==> config.mk <==
export PLATFORM = sky130hd
export DESIGN_NAME = uart_tx_arbiter
export DESIGN_NICKNAME = d
export VERILOG_FILES = /design/src/rtl/uart_tx_arbiter.sv
export SDC_FILE = /design/constraint.sdc
export NUM_CORES = 1
export LEC_CHECK = 0
export CAP_MARGIN = 20
export CORE_ASPECT_RATIO = 1.1
export CORE_MARGIN = 4
export CORE_UTILIZATION = 42
export CTS_BUF_LIST = sky130_fd_sc_hd__clkbuf_8 sky130_fd_sc_hd__clkbuf_16
export CTS_CLUSTER_SIZE = 12
export DETAILED_ROUTE_END_ITERATION = 8
export GPL_TIMING_DRIVEN = 0
export PLACE_DENSITY = 0.78
export SLEW_MARGIN = 20
export SYNTH_ARGS = -nofsm -noshare
export SYNTH_HDL_FRONTEND = slang
export SYNTH_SLANG_ARGS = --single-unit
==> constraint.sdc <==
create_clock -name CLK_50MHZ -period 2.1 [get_ports CLK_50MHZ]
set_clock_uncertainty 0.15 [all_clocks]
set_input_delay 0.21 -clock CLK_50MHZ [delete_from_list [all_inputs] [get_ports CLK_50MHZ]]
set_output_delay 0.21 -clock CLK_50MHZ [all_outputs]
set_load 0.02 [all_outputs]
==> src/rtl/uart_tx_arbiter.sv <==
// uart_tx_arbiter
//   Round-robin arbiter that shares the single UART transmit path among N
//   byte-stream requesters. A requester owns the line for a whole packet.
//   Writes into the UART TX FIFO are paced BYTE_GAP clocks apart because the
//   FIFO has no full flag.
//
// Ports
//   CLK_50MHZ : sole clock, rising edge
//   RST       : synchronous active-high reset
//   REQ[N]    : requester i wants to send; held high for the whole packet
//   DATA[8N]  : byte offered by requester i at [8i+7:8i]
//   LAST[N]   : offered byte of requester i is the last of its packet
//   GRANT[N]  : one-hot current owner, zero when idle
//   ACK[N]    : one-cycle pulse, requester i's current byte was taken
//   TX_DATA   : drives UART DATA_IN
//   TX_WRITE  : one-cycle pulse, drives UART TRG_WRITE
//   BUSY      : high whenever the arbiter is not idle
module uart_tx_arbiter #(
  parameter int unsigned N        = 4,
  parameter int unsigned BYTE_GAP = 5000,
  parameter int unsigned GAP_W    = 13
) (
  input  logic           CLK_50MHZ,
  input  logic           RST,
  input  logic [N-1:0]   REQ,
  input  logic [8*N-1:0] DATA,
  input  logic [N-1:0]   LAST,
  output logic [N-1:0]   GRANT,
  output logic [N-1:0]   ACK,
  output logic [7:0]     TX_DATA,
  output logic           TX_WRITE,
  output logic           BUSY
);

  localparam int unsigned PTR_W = (N > 1) ? $clog2(N) : 1;

  typedef enum logic [1:0] {
    IDLE,
    SEND,
    GAP
  } state_t;

  state_t           state;
  logic [PTR_W-1:0] ptr;
  logic [PTR_W-1:0] owner;
  logic [GAP_W-1:0] gap_cnt;
  logic             last_f;

  // Round-robin search: first set REQ bit at or above ptr, wrapping to 0.
  logic             found;
  logic [PTR_W-1:0] winner;
  logic [N-1:0]     win_onehot;
  int unsigned      idx;

  always_comb begin
    found      = 1'b0;
    winner     = '0;
    win_onehot = '0;
    idx        = 0;
    for (int unsigned k = 0; k < N; k++) begin
      idx = k + 32'(ptr);
      if (idx >= N) idx = idx - N;
      for (int unsigned j = 0; j < N; j++) begin
        if (!found && (idx == j) && REQ[j]) begin
          found  = 1'b1;
          winner = PTR_W'(j);
        end
      end
    end
    for (int unsigned j = 0; j < N; j++) begin
      win_onehot[j] = found && (winner == PTR_W'(j));
    end
  end

  // Owner's byte, LAST and REQ, selected with constant indices.
  logic [7:0] owner_data;
  logic       owner_last;
  logic       owner_req;

  always_comb begin
    owner_data = '0;
    owner_last = 1'b0;
    owner_req  = 1'b0;
    for (int unsigned j = 0; j < N; j++) begin
      if (owner == PTR_W'(j)) begin
        owner_data = DATA[8*j +: 8];
        owner_last = LAST[j];
        owner_req  = REQ[j];
      end
    end
  end

  logic [PTR_W-1:0] next_ptr;
  assign next_ptr = (owner == PTR_W'(N - 1)) ? '0 : owner + PTR_W'(1);

  // The counter is loaded with BYTE_GAP-2 so that GAP lasts BYTE_GAP-1 cycles;
  // together with the one-cycle SEND this spaces TX_WRITE pulses by BYTE_GAP.
  always_ff @(posedge CLK_50MHZ) begin
    if (RST) begin
      state    <= IDLE;
      GRANT    <= '0;
      ACK      <= '0;
      TX_DATA  <= '0;
      TX_WRITE <= 1'b0;
      BUSY     <= 1'b0;
      ptr      <= '0;
      owner    <= '0;
      gap_cnt  <= '0;
      last_f   <= 1'b0;
    end else begin
      ACK      <= '0;
      TX_WRITE <= 1'b0;
      case (state)
        IDLE: begin
          if (found) begin
            owner <= winner;
            GRANT <= win_onehot;
            BUSY  <= 1'b1;
            state <= SEND;
          end
        end
        SEND: begin
          TX_DATA  <= owner_data;
          TX_WRITE <= 1'b1;
          ACK      <= GRANT;
          last_f   <= owner_last;
          gap_cnt  <= GAP_W'(BYTE_GAP - 2);
          state    <= GAP;
        end
        GAP: begin
          if (gap_cnt == '0) begin
            if (last_f || !owner_req) begin
              GRANT <= '0;
              ptr   <= next_ptr;
              BUSY  <= 1'b0;
              state <= IDLE;
            end else begin
              state <= SEND;
            end
          end else begin
            gap_cnt <= gap_cnt - GAP_W'(1);
          end
        end
        default: begin
          state <= IDLE;
        end
      endcase
    end
  end

endmodule
# Word-level counts from Yosys, hierarchy flattened
# Cells that the tools add are included.
[op_classes] reduce_logical=68 addsub=9 muxes=63 eq_ne=24 n_bitwise=1 magnitude_cmp=4
[op_table] operator="$eq 32x2->1 const B" n=8
[op_table] operator="$eq 32x1->1 const B" n=4
[op_table] operator="$logic_not 32->1" n=4
[op_table] operator="$mux 32" n=4
[op_table] operator="$logic_and 1x1->1" n=35
[op_table] operator="$mux 2" n=17
[op_table] operator="$mux 8" n=4
[op_table] operator="$mux 1" n=30
[op_table] operator="$pmux 13 s2" n=1
[op_table] operator="$logic_not 1->1" n=16
[op_table] operator="$logic_not 13->1" n=1
[op_table] operator="$mux 13" n=1
[op_table] operator="$sub 13x1->13 const B" n=1
[op_table] operator="$mux 4" n=3
[op_table] operator="$sub 3x3->4 const B" n=3
[op_table] operator="$eq 2x2->1 const B" n=5
[op_table] operator="$ge 3x3->1 const B" n=3
[op_table] operator="$ne 2x2->1 const B" n=4
[op_table] operator="$pmux 4 s2" n=1
[op_table] operator="$add 2x2->3 const A" n=2
[op_table] operator="$eq 2x1->1 const B" n=3
[op_table] operator="$logic_not 2->1" n=3
[op_table] operator="$pmux 2 s3" n=1
[op_table] operator="$reduce_and 2->1" n=3
[op_table] operator="11 further kinds" n=12
[totals] ff_bits=38

# Depth between registers and ports, before layout
# Gate-level depths: netlist (run 1).
[depth] depth_word=69 mapped_depth=8 mapped_depth_nobuf=7

# Worst setup path after synthesis (run 1)
# No wires, ideal clock.
[synth_path] path_type="register -> register" start="reg gap_cnt[0]" end="reg GRANT[2]" arrival_time_ns=1.947 setup_slack_ns=-0.134 required_time_ns=1.813 stages_incl_launch_ff=8 path_buffers=0 period_less_slack_ns=2.234 path_cell_list="dfxtp_1 inv_1 ha_1 or3b_2 nor4b_4 a21bo_2 a21oi_1 o32ai_1"
[synth_via] elab_chain_len=3
[synth_lines] item="start: declaration" line_no="46" text="logic [GAP_W-1:0] gap_cnt;"
[synth_lines] item="start signal: assignment" line_no="127" text="gap_cnt <= GAP_W'(BYTE_GAP - 2);"
[synth_lines] item="start signal: assignment" line_no="141" text="gap_cnt <= gap_cnt - GAP_W'(1);"
[synth_lines] item="$logic_not 13->1" line_no="131" text="if (gap_cnt == '0) begin"
[synth_lines] item="$ne 2x2->1 (no line)"
[synth_lines] item="$reduce_and 4->1 (no line)"
[synth_lines] item="end signal: assignment" line_no="117" text="GRANT <= win_onehot;"
[synth_lines] item="end: declaration" line_no="28" text="output logic [N-1:0] GRANT,"
# No other way between the ends.
# A chain may end at the register's enable or synchronous reset.

# Worst setup path in the final report (run 1)
[layout_path] start="reg gap_cnt[7]" end="reg GRANT[0]"
# The elaborated chain is that of the path after synthesis.

==> results of run 1 <==
==> Yosys cell counts, drive strengths merged <==
library cell	count
a2111oi	1
a211oi	10
a21bo	1
a21oi	15
a221oi	8
a311oi	1
a31oi	2
and2	2
and3	1
buf	3
clkbuf	11
clkinv	1
dfxtp	38
ha	5
inv	9
mux2i	3
nand2	10
nand2b	2
nand3	2
nand3b	1
nand4	2
nor2	28
nor2b	14
nor3	32
nor3b	2
nor4	3
nor4b	1
o211ai	4
o21a	1
o21ai	8
o22ai	1
o311a	1
o32a	3
o32ai	4
o41ai	1
or2	2
or3	3
or3b	2
or4	4
xnor2	5
==> timing repair <==
action | CTS | global route
buffers inserted | 5 | 5
pin swaps | 5 | 11
gates resized for setup | 16 | 30
endpoints found under the setup margin | 11 | 20
==> path summary, 6_finish.rpt <==
path	startpoint	end	slack [ps]
setup / recovery	gap_cnt[7]$_SDFFE_PP0P_	GRANT[0]$_SDFFE_PP0P_	-40
hold / removal	owner[0]$_SDFFE_PP0P_	owner[0]$_SDFFE_PP0P_	330
hold reg to reg	owner[0]$_SDFFE_PP0P_	owner[0]$_SDFFE_PP0P_	330
setup reg to reg	gap_cnt[7]$_SDFFE_PP0P_	GRANT[0]$_SDFFE_PP0P_	-40
==> metrics by stage <==
stage,hold slack (ps),TNS (ps)
finish,333,-112
global route,351,-807
CTS,327,0
detailed placement,323,-1270
global placement,319,-1220
floorplan,251,0
==> state kept, by name, indices dropped and copies added, names as in the netlist <==
signal,flops
owner,2
ptr,2
GRANT,4
last_f,1
gap_cnt,13
BUSY,1
state,2
TX_DATA,8
ACK,4
TX_WRITE,1
==> power by group through the flow <==
stage	logic (mW)	registers [mW]	clock network, mW
3_3_place_gp	0.841	0.899	0
5_1_grt	1.15	0.913	0.561
6_report	1.07	0.901	0.520
4_1_cts	0.930	0.889	0.532
2_1_floorplan	0.528	0.940	0
3_5_place_dp	0.855	0.904	0
==> critical path: stages, from the launching register on <==
cell and delay [ps]:
dfxtp_4 370, or4_4 570, nor4b_4 350, a21bo_2 300, a21oi_4 150, o32ai_2 120
==> layer usage <==
layer	vias to the layer above	wire length, um	part of all wire
li1	1066	-	-
met1	1004	2430	0.41
met2	86	2870	0.49
met3	7	469	0.080
met4	0	115	0.020
met5	-	0	0
==> cell type report <==
cell class                      count  share of cell area
Buffer                             14              0.0245
Clock buffer                        6              0.0269
Clock inverter                      2             0.00286
Inverter                           10              0.0122
Multi-Input combinational cell    185               0.441
Sequential cell                    38               0.252
Tap cell                           56              0.0229
Timing Repair Buffer               69               0.218
==> logic make-up (layout without fill, tap and decap cells) <==
family | Yosys count | count (layout) | synth area share
simple gates | 111 | 111 | 0.295
compound gates | 61 | 61 | 0.214
flops | 38 | 38 | 0.375
buf+inv | 24 | 101 | 0.0481
fa+ha+maj | 5 | 5 | 0.0309
xor+xnor | 5 | 5 | 0.0216
mux | 3 | 3 | 0.0148
==> summary.txt, run 1 <==
Die
  • Row count: 26
  • Core Region: 4650 um2
  • Die W: 74.2 um
  • Total Die Area: 6000 um2
  • Die height: 80.9 um
  • IO Count: 60
  • Initial cell density of the core: 0.436

Synthesis
  • Mean Syn Cell Area: 8.21 um2
  • Synth top area share: 0.375
  • Synth warn: 0
  • Post-Syn Area: 2030 um2
  • Synthesized Nets: 294
  • Leading area contributor after synthesis: dfxtp_1
  • FF+latch count, synth: 38
  • Synth Instances: 247
  • Netlist cell types: 43
  • Sequential fraction of the synthesis area: 0.375
  • Ranking of synthesized cells by area: dfxtp_1 38%, nor3_1 7.9%, nor2_1 5.2%, nor2b_1 4.3%, a211oi_1 3.7%

Clock tree
  • Hold_buf cts: 0
  • Deepest clock path buffer count: 2
  • Clock Latency Late Sink: 290 ps
  • CTS tree: done
  • CTS Sinks: 38
  • Total CTS buffers: 5
  • Worst-path clk slew: 70 ps
  • CTS root buf: clkbuf_8
  • H-tree levels: 2

Timing
  • Hold Fails Final Rpt: 0
  • Worst slew margin: 0.604
  • Setup Viol. Count Final: 5
  • Final WS setup: -44.9 ps
  • Fmax: 0.466 GHz
  • Final Slew Violations: 0
  • Crit share post-route: 1.02
  • Worst Tran Pin Value: 594 ps
  • RSZ-0062 raised after global routing: yes
  • Min Clock Period, post-route: 2140 ps

Worst setup path
  • Critical path arrival: 2160 ps
  • Setup Crit Path Kind: reg2reg
  • Startpoint types: register
  • Worst-path fanout max: 5
  • Critical Path RT: 2120 ps
  • Path depth of the worst reg2reg path: 5
  • Crit end category: register

GRT
  • Vias in the first global route: 2,019
  • Gr usage total: 0.191
  • Grt ovf: 0
  • GRT busiest layer: met2
  • M2 GR Usage: 0.335
  • Largest net degree at the start of global routing: 12
  • Grt met1 use: 0.213
  • Initial antenna violation count: 0
  • Grt met3 use: 0.0582
  • First-pass GRT wire length: 8910 um

Pwr
  • Power consumption: 2.49 mW
  • Sw Share: 0.359
  • Internal: 1.59 mW
  • Clk pwr share: 0.209
  • Leakage: 1.09 nW
  • Total net switching power: 0.893 mW
  • Pwr Density: 812 nW/um2
  • Seq pwr share: 0.362
  • Comb pwr share: 0.429
  • Max IR drop VDD: 0.355 mV

Placed design
  • Worst slack at placement: -274 ps
  • Cell Area, Placed: 2700 um2
  • Gpl congestion: 0.883
  • Placed cells: 362
  • PortBufs: 59
  • Detailed placer's ending HPWL: 4090 um

Detailed routing
  • Vias/cell: 5.69
  • Detailed-route via count: 2,163
  • DR pass1 iterations: 4
  • Routed Antenna Nets: 0
  • Wire per inst: 15.5 um
  • DRC violations left: 0
  • DRT Wirelength: 5890 um
  • Initial drt markers: 109

Cells and area
  • Final Non-Filler Cells: 380
  • Multi-input logic area: 1350 um2
  • Net count, final: 370
  • Most frequent cells in the layout: 59 x clkdlybuf4s50_1, 32 x dfxtp_1, 28 x nor3_1, 27 x nor2_1, 14 x nor2b_1
  • Synth-to-layout area growth: 51.2%
  • Layout cells sized above 1: 0.191
  • Fill cells: 385
  • Util after Layout: 0.659
  • Commonest non-fill, non-tap cell in the layout: clkdlybuf4s50_1
  • Post-route cell area: 3060 um2
  • Antenna cells: 0
  • Sequential cell area: 771 um2

Run
  • Max cap viols: 0

Min path
  • Worst Hold Depth: 2
  • Tightest Hold Check Type: reg2reg

Status
  • Status: finished, violations left
  • Failing checks: setup timing
Power figures use the tool's default switching activity.
==> run 2, diff against run 1 <==
- CORE_MARGIN: 4 -> 1.5
==> run 2 against run 1 <==
The flow still finishes with violations (setup timing). Fmax barely moved. Non-clock buffer count down 3. Worst setup slack worse by 1.4 ps. Cell area fell by 2.8%. Register-to-register slack barely moved. Core utilization is 1.9 points lower. Combinational power fell by 8%. First-iteration DRC count rose by 20%. Hold slack improved by 4.7 ps. Die area fell by 13%. Sequential cell count unchanged. Critical path type unchanged. Largest power group unchanged.
==> summary.txt, run 2 (same netlist as run 1, synthesis figures left out) <==
Pwr
  • Leakage: 1.05 nW
  • Internal: 1.64 mW
  • Seq pwr share: 0.358
  • Sw Share: 0.347
  • Clk pwr share: 0.249
  • Max IR drop VDD: 0.397 mV
  • Comb pwr share: 0.393
  • Pwr Density: 844 nW/um2
  • Total net switching power: 0.871 mW

Worst setup path
  • Critical Path RT: 2120 ps
  • Startpoint types: register
  • Setup Crit Path Kind: reg2reg
  • Crit end category: register
  • Worst-path fanout max: 5
  • CP max-delay cell: or4_4
  • Largest stage delay on the critical path: 570 ps
  • Worst Path Buf+Inv: 0
  • CP cell instances: or4_4 > nor4b_4 > a21bo_2 > a21oi_2 > o32ai_1
  • CP delay by family, top: simple AND/OR/NAND/NOR gates
  • Critical path arrival: 2160 ps

Timing
  • Setup Viol. Count Final: 2
  • Worst Tran Pin Value: 557 ps
  • Hold Fails Final Rpt: 0
  • Final WS setup: -46.2 ps
  • Min Clock Period, post-route: 2150 ps
  • Setup TNS: -59.5 ps
  • Worst slew margin: 0.629
  • RSZ-0062 raised after global routing: yes
  • Final Slew Violations: 0
  • Crit share post-route: 1.02
  • Hold WS: 338 ps
  • Fmax: 0.466 GHz

Detailed routing
  • Vias/cell: 5.60
  • Detailed-route via count: 2,112
  • Wire per inst: 14.8 um
  • DRT Wirelength: 5580 um
  • DRC violations left: 0
  • Initial drt markers: 131
  • Routed Antenna Nets: 0
  • DR pass1 iterations: 4

Clock tree
  • Worst-path clk slew: 80 ps
  • CTS root buf: clkbuf_8
  • Deepest clock path buffer count: 2
  • H-tree levels: 2
  • Total CTS buffers: 5
  • CTS Sinks: 38
  • CTS tree: done
  • Clock Latency Late Sink: 300 ps

GRT
  • Gr usage total: 0.212
  • Vias in the first global route: 2,028
  • Largest net degree at the start of global routing: 13
  • Grt met1 use: 0.244
  • Initial antenna violation count: 0
  • GRT busiest layer: met2
  • Grt met3 use: 0.0595
  • M2 GR Usage: 0.384
  • Grt ovf: 0
  • First-pass GRT wire length: 8900 um

Cells and area
  • Fill cells: 409
  • Largest register by flop count: gap_cnt
  • Antenna cells: 0
  • Util after Layout: 0.640
  • Commonest non-fill, non-tap cell in the layout: clkdlybuf4s50_1
  • Layout cells sized above 1: 0.171
  • Synth-to-layout area growth: 46.9%
  • Max reg flops: 13
  • Most frequent cells in the layout: 59 x clkdlybuf4s50_1, 30 x dfxtp_1, 29 x nor3_1, 27 x nor2_1, 14 x nor2b_1
  • Final Non-Filler Cells: 377
  • Top Registers: gap_cnt x13, TX_DATA x8
  • Net count, final: 367

Status
  • Failing checks: setup timing
  • Status: finished, violations left

Placed design
  • Gpl congestion: 0.821
  • Placed cells: 362
  • PortBufs: 59
  • Worst slack at placement: -267 ps
  • Detailed placer's ending HPWL: 3970 um

Die
  • Initial cell density of the core: 0.436
  • IO Count: 60
  • Die W: 69.2 um
  • Total Die Area: 5250 um2
  • Core Region: 4650 um2
  • Row count: 26
  • Die height: 75.9 um

Run
  • Max cap viols: 0

Min path
  • Tightest Hold Check Type: reg2reg
## run 2: final cells by class
class | instances | area [um2] | share of cell area
Buffer | 13 | 62.6 | 0.0210
Clock buffer | 5 | 68.8 | 0.0231
Clock inverter | 3 | 40.0 | 0.0134
Inverter | 10 | 37.5 | 0.0126
Multi-Input combinational cell | 185 | 1270 | 0.425
Sequential cell | 38 | 778 | 0.261
Tap cell | 56 | 70.1 | 0.0235
Timing Repair Buffer | 67 | 654 | 0.220
## run 2: power by group through the flow
stage / logic (mW) / clock network [mW] / registers [mW]
3_3_place_gp: 0.843 / 0 / 0.898
6_report: 0.987 / 0.626 / 0.900
2_1_floorplan: 0.528 / 0 / 0.940
4_1_cts: 0.948 / 0.629 / 0.890
3_5_place_dp: 0.859 / 0 / 0.904
5_1_grt: 1.08 / 0.656 / 0.912
## run 2: final timing paths
path                                               from               endpoint  depth (start not counted)  slack [ps]
worst min register to register    GRANT[3]$_SDFFE_PP0P_      ACK[3]$_SDFF_PP0_                          1         340
worst max-delay path            gap_cnt[7]$_SDFFE_PP0P_  GRANT[2]$_SDFFE_PP0P_                          5         -50
worst min-delay path              GRANT[3]$_SDFFE_PP0P_      ACK[3]$_SDFF_PP0_                          1         340
worst max register to register  gap_cnt[7]$_SDFFE_PP0P_  GRANT[2]$_SDFFE_PP0P_                          5         -50
## run 2: through the flow
stage	power (mW)	instance area, um2
after floorplan	1.47	2040
after global placement	1.74	2700
after detailed placement	1.76	2700
after CTS	2.47	2920
after global routing	2.64	2980
final	2.51	2980
## run 2: repair_timing
action	in CTS	in global routing
setup endpoints to repair	15	23
resized for setup	15	24
hold buffers	0	0
pin swaps	5	7
gates cloned	0	0
setup buffers	5	3
## run 2: metal layers
metal	vias up	wire, um
li1	1060	-
met3	9	373
met5	-	0
met1	957	2340
met4	0	107
met2	86	2770
==> run 3, diff against run 2 <==
- ABC_CLOCK_PERIOD_IN_PS: default -> 2060
- CORE_UTILIZATION: 42 -> 47
- PLACE_DENSITY: 0.78 -> 0.83
- SKIP_CTS_REPAIR_TIMING: default -> 1
- clock period: 2.1 -> 2.06 ns (I/O delays scaled with it)
==> run 3 against run 2 <==
The flow still finishes with violations (setup timing). Via count rose by 3.8%. Non-clock buffer count up 2. Cell area increased by 1.6%.
==> summary.txt, run 3 (same netlist as run 1, synthesis figures left out) <==
Clock tree
  • CTS root buf: clkbuf_8
  • CTS Sinks: 38
  • Total CTS buffers: 5
  • Deepest clock path buffer count: 2
  • CTS tree: done
  • Clock Latency Late Sink: 300 ps
  • Worst-path clk slew: 80 ps
  • H-tree levels: 2

Detailed routing
  • Routed Antenna Nets: 0
  • Vias/cell: 5.85
  • Detailed-route via count: 2,193
  • Initial drt markers: 184
  • Wire per inst: 15.6 um
  • DRC violations left: 0
  • DR pass1 iterations: 4
  • DRT Wirelength: 5840 um

Pwr
  • Max IR drop VDD: 0.361 mV
  • Leakage: 1.08 nW
  • Pwr Density: 846 nW/um2

Worst setup path
  • Worst-path fanout max: 6
  • Critical path arrival: 2230 ps
  • Startpoint types: register
  • Crit end category: register
  • Worst r2r src: gap_cnt[6]$_SDFFE_PP0P_
  • R2R setup slack: -160 ps
  • Setup Crit Path Kind: reg2reg
  • Path depth of the worst reg2reg path: 6
  • Critical R2R Capture: GRANT[2]$_SDFFE_PP0P_
  • Critical Path RT: 2070 ps

Cells and area
  • Most frequent cells in the layout: 59 x clkdlybuf4s50_1, 34 x dfxtp_1, 30 x nor3_1, 28 x nor2_1
  • Net count, final: 369
  • Largest register by flop count: gap_cnt
  • Top Registers: gap_cnt x13, TX_DATA x8
  • Synth-to-layout area growth: 49.3%
  • Max reg flops: 13
  • Commonest non-fill, non-tap cell in the layout: clkdlybuf4s50_1
  • Antenna cells: 0
  • Layout cells sized above 1: 0.183

Timing
  • Crit share post-route: 1.08
  • RSZ-0062 raised after global routing: yes
  • Fmax: 0.450 GHz
  • Hold Fails Final Rpt: 0
  • Final WS setup: -160 ps
  • Final Slew Violations: 0
  • Hold WS: 338 ps
  • Min Clock Period, post-route: 2220 ps
  • Worst slew margin: 0.605
  • Worst Tran Pin Value: 593 ps
  • Setup TNS: -1080 ps
  • Setup Viol. Count Final: 15

Status
  • Status: finished, violations left
  • Failing checks: setup timing

GRT
  • First-pass GRT wire length: 8860 um
  • Vias in the first global route: 1,944
  • Initial antenna violation count: 0
  • Largest net degree at the start of global routing: 13
  • Gr usage total: 0.241
  • Grt ovf: 0

Die
  • Initial cell density of the core: 0.500
  • Die W: 65.6 um
  • Core Region: 4050 um2
  • Die height: 71.9 um
  • IO Count: 60
  • Row count: 24
  • Total Die Area: 4720 um2

Placed design
  • Detailed placer's ending HPWL: 3960 um
  • PortBufs: 59
  • Gpl congestion: 0.901

Min path
  • Hold path start: TX_DATA[2]$_SDFFE_PP0P_
  • Worst Hold Depth: 2
  • Tightest Hold Check Type: reg2reg
  • Worst hold endpoint: TX_DATA[2]$_SDFFE_PP0P_

Run
  • Max cap viols: 0
run 3: cell types whose count changed in the layout (fill, tap and decap cells not counted), sizes merged:
cell	delta
buf	+3
bufinv	-1
clkinv	-1
clkinvlp	+1
run 3: worst max-delay path by stage:
stage / from / end
2_1_floorplan: gap_cnt[0]$_SDFFE_PP0P_ / GRANT[2]$_SDFFE_PP0P_
3_5_place_dp: owner[0]$_SDFFE_PP0P_ / ptr[0]$_SDFFE_PP0P_
6_report: gap_cnt[6]$_SDFFE_PP0P_ / GRANT[2]$_SDFFE_PP0P_
4_1_cts: owner[0]$_SDFFE_PP0P_ / ptr[0]$_SDFFE_PP0P_
3_3_place_gp: owner[0]$_SDFFE_PP0P_ / ptr[1]$_SDFFE_PP0P_
5_1_grt: owner[0]$_SDFFE_PP0P_ / ptr[1]$_SDFFE_PP0P_
run 3: through the flow:
stage,cells,instance area (um2),setup slack (ps),power [mW],utilization
after floorplan,247,2050,-1.26,1.50,-
after global placement,358,2710,-301,1.78,0.668
after detailed placement,358,2710,-330,1.80,0.668
after CTS,366,2800,-346,2.33,0.691
after global routing,375,3030,-214,2.68,0.746
final,375,3030,-160,2.56,0.746
run 3: layout make-up:
cell class	instances	area, um2
fill	299	1030
clock buffer	6	82.6
sequential	38	773
inverter	10	42.5
buffer	13	68.8
tap	52	65.1
clock inverter	2	12.5
multi-input combinational	185	1320
timing repair buffer	69	666
run 3: critical path, cell delays in order (launching register included):
cell	delay, ps
dfxtp_1	390
or4_4	600
nor4b_4	230
buf_4	190
a21bo_4	250
a21oi_4	160
o32ai_1	110
run 3: per-layer routing:
metal / global-route usage / part of all wire
met1: 0.281 / 0.38
met5: 0 / 0
met4: 0.0764 / 0.022
met3: 0.0659 / 0.081
met2: 0.426 / 0.51
run 3: power breakdown:
group          leakage (nW)  total [mW]  internal, mW  switching [mW]
Sequential            0.314       0.925         0.833          0.0924
Combinational         0.717        1.09         0.534           0.559
Clock                0.0472       0.541         0.269           0.272
